### src/rtl/arb_pkg.sv
// rtl/arb_pkg.sv - shared state encoding and sizing helper for the round-robin arbiter
package arb_pkg;

  typedef enum logic [1:0] {
    ST_IDLE  = 2'd0,
    ST_GRANT = 2'd1,
    ST_GAP   = 2'd2
  } state_t;

  function automatic int clog2(input int value);
    int result;
    result = 0;
    while ((1 << result) < value) result++;
    return result;
  endfunction

endpackage

### src/rtl/lsb_first_pick.sv
// rtl/lsb_first_pick.sv - combinational lowest-index-wins picker with one-hot and binary outputs
module lsb_first_pick
  import arb_pkg::*;
#(
  parameter int WIDTH = 8,
  parameter int BIN_W = clog2(WIDTH)
) (
  input  logic [WIDTH-1:0] in,
  output logic [WIDTH-1:0] out_onehot,
  output logic [BIN_W-1:0] out_bin,
  output logic             out_any
);

  // Scan from the top down so the lowest set bit is the last one written and wins.
  always_comb begin
    out_onehot = '0;
    out_bin    = '0;
    for (int i = WIDTH - 1; i >= 0; i--) begin
      if (in[i]) begin
        out_onehot    = '0;
        out_onehot[i] = 1'b1;
        out_bin       = BIN_W'(i);
      end
    end
  end

  assign out_any = |in;

endmodule

### src/rtl/rr_arbiter.sv
// rtl/rr_arbiter.sv - round-robin arbiter with grant hold, turnaround gap and hold timeout
module rr_arbiter
  import arb_pkg::*;
#(
  parameter int N        = 8,
  parameter int IDX_W    = clog2(N),
  parameter int MAX_HOLD = 15,
  parameter int CNT_W    = 4
) (
  input  logic             i_clk,
  input  logic             i_rst,
  input  logic [N-1:0]     i_req,
  output logic [N-1:0]     o_gnt,
  output logic [IDX_W-1:0] o_gnt_bin,
  output logic             o_active,
  output logic             o_timeout
);

  // Last hold_cnt value of a grant; only meaningful when a timeout is configured.
  localparam logic [CNT_W-1:0] HOLD_LAST = (MAX_HOLD == 0) ? '0 : CNT_W'(MAX_HOLD - 1);
  localparam logic [IDX_W-1:0] LAST_IDX  = IDX_W'(N - 1);

  state_t           state, state_nxt;
  logic [IDX_W-1:0] ptr, ptr_nxt;
  logic [CNT_W-1:0] hold_cnt, hold_cnt_nxt;
  logic [N-1:0]     gnt_nxt;
  logic [IDX_W-1:0] gnt_bin_nxt;
  logic             active_nxt;
  logic             timeout_nxt;

  logic [N-1:0]     masked;
  logic [N-1:0]     m_onehot, r_onehot, win_onehot;
  logic [IDX_W-1:0] m_bin, r_bin, win_bin;
  logic             m_any, r_any;
  logic             owner_req;

  // Keep only requesters at or above the rotating pointer.
  always_comb begin
    masked = '0;
    for (int k = 0; k < N; k++) begin
      masked[k] = i_req[k] && (k >= int'(ptr));
    end
  end

  lsb_first_pick #(.WIDTH(N), .BIN_W(IDX_W)) u_pick_masked (
    .in         (masked),
    .out_onehot (m_onehot),
    .out_bin    (m_bin),
    .out_any    (m_any)
  );

  lsb_first_pick #(.WIDTH(N), .BIN_W(IDX_W)) u_pick_raw (
    .in         (i_req),
    .out_onehot (r_onehot),
    .out_bin    (r_bin),
    .out_any    (r_any)
  );

  // Nothing at or above ptr means the search wraps to the lowest raw request.
  assign win_onehot = m_any ? m_onehot : r_onehot;
  assign win_bin    = m_any ? m_bin    : r_bin;

  // Only the current owner's request matters while a grant is held.
  assign owner_req  = |(i_req & o_gnt);

  // Next-state and next-output decode; every target starts from its held value.
  always_comb begin
    state_nxt    = state;
    ptr_nxt      = ptr;
    hold_cnt_nxt = hold_cnt;
    gnt_nxt      = o_gnt;
    gnt_bin_nxt  = o_gnt_bin;
    active_nxt   = o_active;
    timeout_nxt  = 1'b0;
    unique case (state)
      ST_IDLE: begin
        if (r_any) begin
          state_nxt    = ST_GRANT;
          gnt_nxt      = win_onehot;
          gnt_bin_nxt  = win_bin;
          active_nxt   = 1'b1;
          hold_cnt_nxt = '0;
        end
      end
      ST_GRANT: begin
        if (!owner_req || ((MAX_HOLD != 0) && (hold_cnt == HOLD_LAST))) begin
          state_nxt   = ST_GAP;
          gnt_nxt     = '0;
          active_nxt  = 1'b0;
          // A release with the owner still requesting can only be the timeout cut.
          timeout_nxt = owner_req;
          ptr_nxt     = (o_gnt_bin == LAST_IDX) ? '0 : o_gnt_bin + 1'b1;
        end else if (hold_cnt != '1) begin
          hold_cnt_nxt = hold_cnt + 1'b1;
        end
      end
      ST_GAP: begin
        state_nxt = ST_IDLE;
      end
      default: begin
        state_nxt = ST_IDLE;
      end
    endcase
  end

  // State, pointer, counter and output registers with asynchronous clear.
  always_ff @(posedge i_clk or posedge i_rst) begin
    if (i_rst) begin
      state     <= ST_IDLE;
      ptr       <= '0;
      hold_cnt  <= '0;
      o_gnt     <= '0;
      o_gnt_bin <= '0;
      o_active  <= 1'b0;
      o_timeout <= 1'b0;
    end else begin
      state     <= state_nxt;
      ptr       <= ptr_nxt;
      hold_cnt  <= hold_cnt_nxt;
      o_gnt     <= gnt_nxt;
      o_gnt_bin <= gnt_bin_nxt;
      o_active  <= active_nxt;
      o_timeout <= timeout_nxt;
    end
  end

endmodule

### config.mk
export PLATFORM = sky130hd
export DESIGN_NAME = rr_arbiter
export DESIGN_NICKNAME = d
export VERILOG_FILES = /design/src/rtl/arb_pkg.sv /design/src/rtl/lsb_first_pick.sv /design/src/rtl/rr_arbiter.sv
export SDC_FILE = /design/constraint.sdc
export NUM_CORES = 1
export LEC_CHECK = 0
export CAP_MARGIN = 25
export CORE_MARGIN = 2
export CORE_UTILIZATION = 53
export CTS_CLUSTER_SIZE = 28
export DETAILED_ROUTE_END_ITERATION = 6
export MAX_ROUTING_LAYER = met4
export PLACE_DENSITY = 0.79
export SLEW_MARGIN = 10
export SYNTH_ARGS = -nofsm -noshare
export SYNTH_HDL_FRONTEND = slang
export SYNTH_SLANG_ARGS = --single-unit
### constraint.sdc
create_clock -name i_clk -period 2.5 [get_ports i_clk]
set_input_delay 0.5 -clock i_clk [delete_from_list [all_inputs] [get_ports i_clk]]
set_output_delay 0.5 -clock i_clk [all_outputs]
set_load 0.01 [all_outputs]
**After elaboration in Yosys (flattened, before gate mapping)**

Index checks and enable logic that the tools add are counted.

- Register bits: 22
- Latch bits: 0
- RAM bits: 0
- Memory bits (read-only): 0
- Bits of input ports: 10
- Logic and storage cells: 92
- Memories: 0

- $add $sub $neg: 2
- Multipliers: 0
- Div/mod/pow operators: 0
- Magnitude comparators: 7
- Eq/ne operators: 8
- Shift operators: 0
- Multiplexer cells: 48
- Bitwise operators: 1
- Reduce and logical (&&, ||, !) cells: 19

Operator list:

| cell | count |
|---|---|
| 8-bit two-way mux | 18 |
| 3-bit two-way mux | 17 |
| 8-bit OR reduction | 3 |
| 8-bit case mux with 2 select lines | 1 |
| 4-bit two-way mux | 3 |
| 3-bit greater-or-equal comparator, first input constant | 3 |
| 8-bit AND | 1 |
| 2-bit != test, second input constant | 4 |
| 4-bit case mux with 2 select lines | 1 |
| 1-bit logical AND | 7 |
| 1-bit by 3-bit greater-or-equal comparator with 1-bit output, first input constant | 2 |
| 2-bit by 3-bit greater-or-equal comparator with 1-bit output, first input constant | 2 |
| 2-bit AND reduction | 3 |
| 4-bit by 1-bit adder with 4-bit output, second input constant | 1 |
| 4-bit == test, second input constant | 1 |
| 1-bit two-way mux | 4 |
| 2-bit two-way mux | 2 |
| 4-bit != test, second input constant | 1 |
| 2-bit case mux with 2 select lines | 1 |
| 4-bit AND reduction | 1 |
| 3-bit by 1-bit adder with 3-bit output, second input constant | 1 |
| 3-bit == test, second input constant | 1 |
| 3-bit AND reduction | 1 |
| 2-bit by 1-bit == test with 1-bit output, second input constant | 1 |
| other kinds (5) | 5 |

**Longest topological paths before layout**

Gate-level depths: netlist of the first run.

- Word-level depth: 12
- Gate-level depth with buffers: 7
- Mapped depth without buffers: 6

**Cells and area by module**

Synthesis of the first run repeated with hierarchy kept, for this count alone.

- Cell total of the unflattened synthesis: 162
- Area total of the unflattened synthesis: 1527.7 µm²

By module, submodules not included:

| module | instances | cells each | area each (µm²) | sequential area each (µm²) |
|---|---|---|---|---|
| rr_arbiter | 1 | 114 | 1239.9 | 550.5 |
| lsb_first_pick | 2 | 24 | 143.9 | 0.0 |

**Worst setup path before layout of the first run**

OpenSTA, ideal clock, no wires.

- Path kind: input port to flip-flop
- Start point: input i_req[1]
- End point: register hold_cnt[1]
- Library setup time: 128 ps
- Arrival time: 2022 ps
- Slack: 350 ps
- Stages: 6
- Buffers on the path: 1
- Cell sequence: clkbuf_1 or4_4 nor3_1 a21boi_1 nor2_1 mux2_1

- Longest elaborated chain between the ends: 6

RTL lines:

| what | line | source |
|---|---|---|
| start, declared | rr_arbiter.sv:12 | `input logic [N-1:0] i_req,` |
| 8-bit AND | rr_arbiter.sv:64 | `assign owner_req = \|(i_req & o_gnt);` |
| 8-bit OR reduction | rr_arbiter.sv:64 |  |
| 1-bit logical NOT | rr_arbiter.sv:86 | `if (!owner_req \|\| ((MAX_HOLD != 0) && (hold_cnt == HOLD_LAST))) begin` |
| 1-bit logical OR | rr_arbiter.sv:86 |  |
| 2-bit != test (no line) | -- |  |
| 4-bit AND reduction (no line) * | -- |  |
| end signal, assigned | rr_arbiter.sv:119 | `hold_cnt <= hold_cnt_nxt;` |
| end, declared | rr_arbiter.sv:25 | `logic [CNT_W-1:0] hold_cnt, hold_cnt_nxt;` |

Every way passes the cells marked *; elsewhere a longest branch is shown, timed or not.
A chain may end at the register's enable or synchronous reset.

**Final worst setup path of the first run**

- Start point: input i_req[3]
- End point: register ptr[2]

- Longest elaborated chain between the ends: 5

RTL lines:

| what | line | source |
|---|---|---|
| 8-bit AND | rr_arbiter.sv:64 |  |
| 8-bit OR reduction | rr_arbiter.sv:64 |  |
| 1-bit logical NOT | rr_arbiter.sv:86 |  |
| 1-bit logical OR | rr_arbiter.sv:86 |  |
| 2-bit AND reduction (no line) | -- |  |
| end signal, assigned | rr_arbiter.sv:118 | `ptr <= ptr_nxt;` |
| end, declared | rr_arbiter.sv:24 | `logic [IDX_W-1:0] ptr, ptr_nxt;` |

Every way passes these cells.

==> run_results.csv, run 1 <==
group,metric,value,unit
run_status,status,"finished, final reports clean",
die,core-area,0.00254,mm^2
routing,drc,0,
sta,setup_viol,0,
clock_network,cts-resized-gates,0,
worst_setup_path,crit_type,"input port to flop",
placement,gp_congestion,0.977,
clock_network,htree_levels,1,
clock_network,clk_latency,310,ps
routing,wl_per_cell,18.1,um
routing,met2_length,1.89,mm
die,num_rows,18,
logic_synthesis,async_flop_share,100,%
sta,max_freq,0.439,GHz
sta,worst_pin_slew,836,ps
clock_network,clkTransAtPathRegs,130,ps
layout,finalNetCount,209,
die,num_io_pins,23,
global_routing,grtUsageTotal,28.4,%
routing,drtPass1Iterations,7,
sta,slew_violations,0,
pwr,power.density,1160,mW/mm^2
die,die_w,56.3,um
global_routing,grt_pass1_wl,6.81,mm
layout,n_fill_cell,188,
worst_setup_path,start_kind,"input port",
global_routing,grt_max_degree,23,
sta,fin_crit_sh,91.0,%
worst_setup_path,r2r_cells,5,
clock_network,root_buffer,"clkbuf_4",
die,die_h,56.3,um
sta,hold_ws,544,ps
logic_synthesis,yosysWarningCount,0,
worst_setup_path,cp.required,2710,ps
sta,finalHoldViolCount,0,
hold_path,holdPathEnd,"hold_cnt[3]",
global_routing,grt_pass1_vias,1346,
sta,min_period,2280,ps
clock_network,cts_tree,"done",
routing,top_layer_used,"met4",
layout,area_growth,28.4,%
sta,skew,5.55,ps
clock_network,tritoncts.num_buffers,3,
routing,num_vias,1396,
routing,drt-met1-wl,1.81,mm
logic_synthesis,yosys-top-cells-area,"dfrtp_1 (38%), nand2_1 (6.0%), ha_1 (3.5%)",
worst_setup_path,rrSetupSlack,450,ps
layout,diodes,0,
flow_run,drv_cap,0,
logic_synthesis,ys_types,49,
clock_network,cts_buffer_depth,2,
layout,layout-drive-gt1-share,20.6,%
logic_synthesis,synth_edf_count,0,
pwr,peakVddDrop,0.841,mV
routing,post_drt_via_cell_ratio,6.23,
die,dieArea,0.00317,mm^2
routing,ant_nets,0,
sta,relSlewSlack,44.2,%
worst_setup_path,crit-reg2reg-capture,"o_gnt_bin[0]",
logic_synthesis,syn_nets,173,
logic_synthesis,ys_seq_elements,22,
worst_setup_path,end_kind,"flop",
placement,port_buffers,22,
logic_synthesis,synth_cells,159,
worst_setup_path,rr_startpoint,"ptr[2]",
logic_synthesis,yosysTopAreaCell,"dfrtp_1",
routing,first_iter_violations,93,
placement,hpwlAfterDp,3.12,mm
clock_network,holdBufCountCts,0,
global_routing,antenna_found_initial,0,
pwr,p_leak,0.839,nW
hold_path,hp-start,"hold_cnt[3]",
logic_synthesis,synth.avg_cell_area,9.11,um^2
routing,drt-total-wl,4.06,mm
logic_synthesis,syn_area,0.00145,mm^2
sta,rsz0062_at_grt,"no",
routing,wl_met3,285,um
worst_setup_path,cp.arrival,2490,ps
sta,fin_tns_setup,0,ps
hold_path,min_path_type,"flop to flop",
clock_network,cts_sinks,22,
worst_setup_path,crit_fanout,4,
logic_synthesis,ys_seq_area_share,38.0,%
global_routing,grt_overflow_total,0,
hold_path,hold_path_depth,1,
clock_network,postCtsSetupBuffers,0,
logic_synthesis,yosysTopAreaCellShare,38.0,%
die,initial_utilization,56.9,%
logic_synthesis,ys.flop_type,"dfrtp_1",
-- Yosys cell counts, types with 3 or more instances --
master     count
nand2_1       23
dfrtp_1       22
nor2_1        11
inv_1          9
o21ai_0        9
clkbuf_1       7
a21oi_1        6
nand3_1        6
ha_1           4
a21bo_2        3
a2bb2oi_1      3
a31oi_1        3
mux2_2         3
mux2i_1        3
o22ai_2        3
o32ai_1        3
-- sequential cells by signal (all words and copies together) (netlist names) --
signal	flops
o_gnt	8
hold_cnt	4
ptr	3
o_active	1
o_gnt_bin	3
state	2
o_timeout	1
-- metrics by stage --
step	instances	total power [mW]	utilization [%]	setup slack [ps]	instance area, um^2
finish	224	2.15	73.1	225	1860
global route	224	2.29	73.1	121	1860
floorplan	159	1.36	-	350	1450
detailed placement	220	1.86	71.0	-77.7	1810
global placement	220	1.83	71.0	11.5	1810
CTS	224	2.14	73.1	259	1860
-- kinds of logic (layout without fill, tap and decap cells) --
kind of cell    Yosys count  count (layout)  synth area share [%]
fa+ha+maj                 4               4                  3.45
simple gates             56              56                  18.7
compound gates           50              50                  28.1
buf+inv                  20              55                  6.56
flops                    22              22                  38.0
mux                       7               7                  5.18
-- worst max-delay path: stages --
cell and delay (ps):
clkdlybuf4s50_1 450, a22o_2 280, a221oi_1 330, nand3_1 160, a21oi_1 390, mux2_2 380
-- worst max-delay path by stage --
stage / from / end
5_1_grt: i_req[3] / o_gnt[3]
3_5_place_dp: i_req[3] / ptr[0]
4_1_cts: i_req[3] / ptr[0]
2_1_floorplan: i_req[1] / hold_cnt[1]
6_report: i_req[3] / ptr[2]
3_3_place_gp: i_req[3] / ptr[0]
-- cell usage in the layout (no fill, tap or decap), types with 3 or more instances in the layout --
cell / count
inv_1: 9
a21oi_1: 6
ha_1: 4
nand2_1: 23
nor2_1: 11
clkbuf_4: 3
dfrtp_1: 22
a31oi_1: 3
o32ai_1: 3
o22ai_2: 3
a21bo_2: 3
buf_4: 19
o21ai_0: 9
a2bb2oi_1: 3
mux2_2: 3
clkdlybuf4s50_1: 22
mux2i_1: 3
nand3_1: 6
-- cell type report --
| type | count | area (um^2) | share of cell area, % |
|---|---|---|---|
| Clock buffer | 3 | 22.5 | 1.21 |
| Timing Repair Buffer | 42 | 383 | 20.6 |
| Tap cell | 30 | 37.5 | 2.02 |
| Clock inverter | 1 | 30.0 | 1.61 |
| Inverter | 9 | 33.8 | 1.82 |
| Multi-Input combinational cell | 117 | 803 | 43.2 |
| Sequential cell | 22 | 551 | 29.6 |
-- power by group --
part	switching [mW]	internal, mW
clock	0.114	0.162
sequential	0.180	0.488
combinational	0.593	0.617
total	0.887	1.27
-- per-layer routing --
metal  global-route usage, %  up-vias
li1                        -      660
met1                    38.2      650
met2                    44.7       76
met3                    4.61       10
met4                    7.82        0
met5                       -        -
(Power assumes the default switching activity.)
==> inputs of run 2 (changes only) <==
--- a/config.mk
+++ b/config.mk
@@ -6,12 +6,11 @@
 export NUM_CORES = 1
 export LEC_CHECK = 0
 export CAP_MARGIN = 25
-export CORE_MARGIN = 2
-export CORE_UTILIZATION = 53
+export CORE_UTILIZATION = 48
 export CTS_CLUSTER_SIZE = 28
 export DETAILED_ROUTE_END_ITERATION = 6
 export MAX_ROUTING_LAYER = met4
-export PLACE_DENSITY = 0.79
+export PLACE_DENSITY = 0.76
 export SLEW_MARGIN = 10
 export SYNTH_ARGS = -nofsm -noshare
 export SYNTH_HDL_FRONTEND = slang
==> constraint.sdc (replaced) <==
create_clock -name i_clk -period 1.9 [get_ports i_clk]
set_input_delay 0.38 -clock i_clk [delete_from_list [all_inputs] [get_ports i_clk]]
set_output_delay 0.38 -clock i_clk [all_outputs]
set_load 0.01 [all_outputs]
==> run 2 against run 1 <==
- largest power group unchanged
- worst setup slack lost 190 ps
- highest routed layer unchanged
- sequential power grew 30%
- critical path depth rose by 1
==> run_results.csv, run 2 (same netlist as run 1, synthesis figures left out) <==
group,metric,value,unit
layout,n_fill_cell,206,
sta,min_period,1860,ps
routing,first_iter_violations,88,
global_routing,grt_max_degree,23,
die,num_rows,19,
worst_setup_path,cp.arrival,2090,ps
placement,placed_cells,239,
layout,area_growth,42.6,%
sta,worst_pin_slew,378,ps
routing,ant_nets,0,
placement,hpwlAfterDp,3.45,mm
global_routing,antenna_found_initial,0,
layout,mostFrequentLayoutCells,"buf_4 (38), nand2_1 (22), dfrtp_1 (19)",
clock_network,cts_buffer_depth,2,
sta,max_freq,0.537,GHz
clock_network,htree_levels,1,
pwr,power.density,1520,mW/mm^2
pwr,p_total,3.15,mW
flow_run,drv_cap,0,
worst_setup_path,crit_fanout,2,
worst_setup_path,rr_startpoint,"o_gnt[3]",
worst_setup_path,crit-reg2reg-capture,"ptr[2]",
pwr,pwr-share-comb,61.0,%
routing,drt-total-wl,4.71,mm
pwr,p_sw_share,41.4,%
layout,multi_input_area,851,um^2
layout,fin_util,73.6,%
sta,setup_viol,0,
layout,regArea,554,um^2
layout,finalNetCount,230,
clock_network,root_buffer,"clkbuf_4",
pwr,p_sw,1.30,mW
die,initial_utilization,51.7,%
global_routing,grt_pass1_vias,1508,
pwr,power_frac_seq,27.5,%
sta,finalHoldViolCount,0,
routing,wl_per_cell,19.1,um
die,dieArea,0.00324,mm^2
pwr,peakVddDrop,1.25,mV
die,num_io_pins,23,
die,die_w,56.9,um
sta,timing.final.ws_setup,36.2,ps
worst_setup_path,end_kind,"flop",
sta,hold_ws,374,ps
routing,post_drt_via_cell_ratio,6.22,
clock_network,holdBufCountCts,0,
layout,largest-register,"o_gnt",
routing,num_vias,1531,
placement,gp_congestion,0.959,
worst_setup_path,start_kind,"input port",
clock_network,cts_tree,"done",
sta,skew,11.2,ps
global_routing,grt_pass1_wl,7.40,mm
global_routing,grt_overflow_total,0,
placement,place_area,0.00195,mm^2
layout,fin_area,0.00207,mm^2
layout,largest_reg_flops,8,
worst_setup_path,cp.required,2120,ps
hold_path,min_path_type,"input port to async pin",
clock_network,clk_latency,320,ps
die,die_h,56.9,um
sta,relSlewSlack,74.6,%
die,core-area,0.00281,mm^2
pwr,intPower,1.84,mW
clock_network,cts_sinks,22,
layout,layout-drive-gt1-share,34.0,%
run_status,status,"finished, final reports clean",
sta,slew_violations,0,
layout,diodes,0,
layout,stdcell_count,246,
worst_setup_path,r2r_cells,5,
layout,top_regs,"o_gnt: 8 flops, hold_cnt: 4 flops",
pwr,p_leak,0.958,nW
routing,drc,0,
worst_setup_path,rrSetupSlack,80,ps
sta,fin_crit_sh,98.1,%
clock_network,clkTransAtPathRegs,130,ps
placement,port_buffers,22,
sta,fin_tns_setup,0,ps
worst_setup_path,crit_type,"input port to flop",
layout,final_common_cell,"buf_4",
clock_network,tritoncts.num_buffers,3,
global_routing,grtUsageTotal,31.7,%
pwr,power_frac_clock,11.5,%
routing,drtPass1Iterations,4,
placement,post-place-ws,-464,ps
[run 2: cell types whose count changed in the layout (fill, tap and decap cells not counted), sizes merged]
cell / change
buf: +21
dlygate4sd2: +5
dlymetal6s2s: +1
clkdlybuf4s50: -6
[run 2: cell type report]
cell class                 instances  area share, %
clock buffer                       3           1.09
timing repair buffer              63           25.9
inverter                           9           1.64
clock inverter                     1           1.45
sequential                        22           26.8
multi-input combinational        117           41.2
tap                               31           1.88
[run 2: power groups by stage]
stage                     registers, mW  logic [mW]  clock network [mW]
after floorplan                   0.827       0.981                   0
after global routing              0.883        2.05               0.383
after CTS                         0.842        1.83               0.368
after global placement            0.837        1.71                   0
final                             0.866        1.92               0.362
after detailed placement          0.849        1.76                   0
[run 2: how the worst max path moves through the flow]
| stage | cells after the start | start | slack, ps | to |
|---|---|---|---|---|
| finish | 7 | i_req[2] | 40 | hold_cnt[1] |
| global route | 7 | hold_cnt[0] | -20 | hold_cnt[3] |
| CTS | 5 | ptr[0] | 9 | o_gnt_bin[0] |
| detailed placement | 7 | i_req[3] | -460 | hold_cnt[3] |
| global placement | 7 | i_req[3] | -390 | o_gnt[4] |
| floorplan | 6 | i_req[1] | -50 | hold_cnt[1] |
[run 2: critical path: stages]
cell,delay (ps)
dlygate4sd2_1,250
or4_4,560
buf_4,160
nor3_4,190
a21boi_2,100
nor2_2,110
mux2_1,320
[run 2: layer usage]
metal  global-route usage, %  share of wire (%)  up-vias
met4                    13.6                3.0        0
met5                       -                  0        -
li1                        -                  -      695
met2                    52.1                 50       74
met1                    38.2                 41      741
met3                    5.90                6.3       21
[run 2: timing repair]
item | in CTS | in global routing
resized for setup | 9 | 11
pin swaps | 2 | 6
buffers inserted | 3 | 0
setup endpoints to repair | 17 | 14
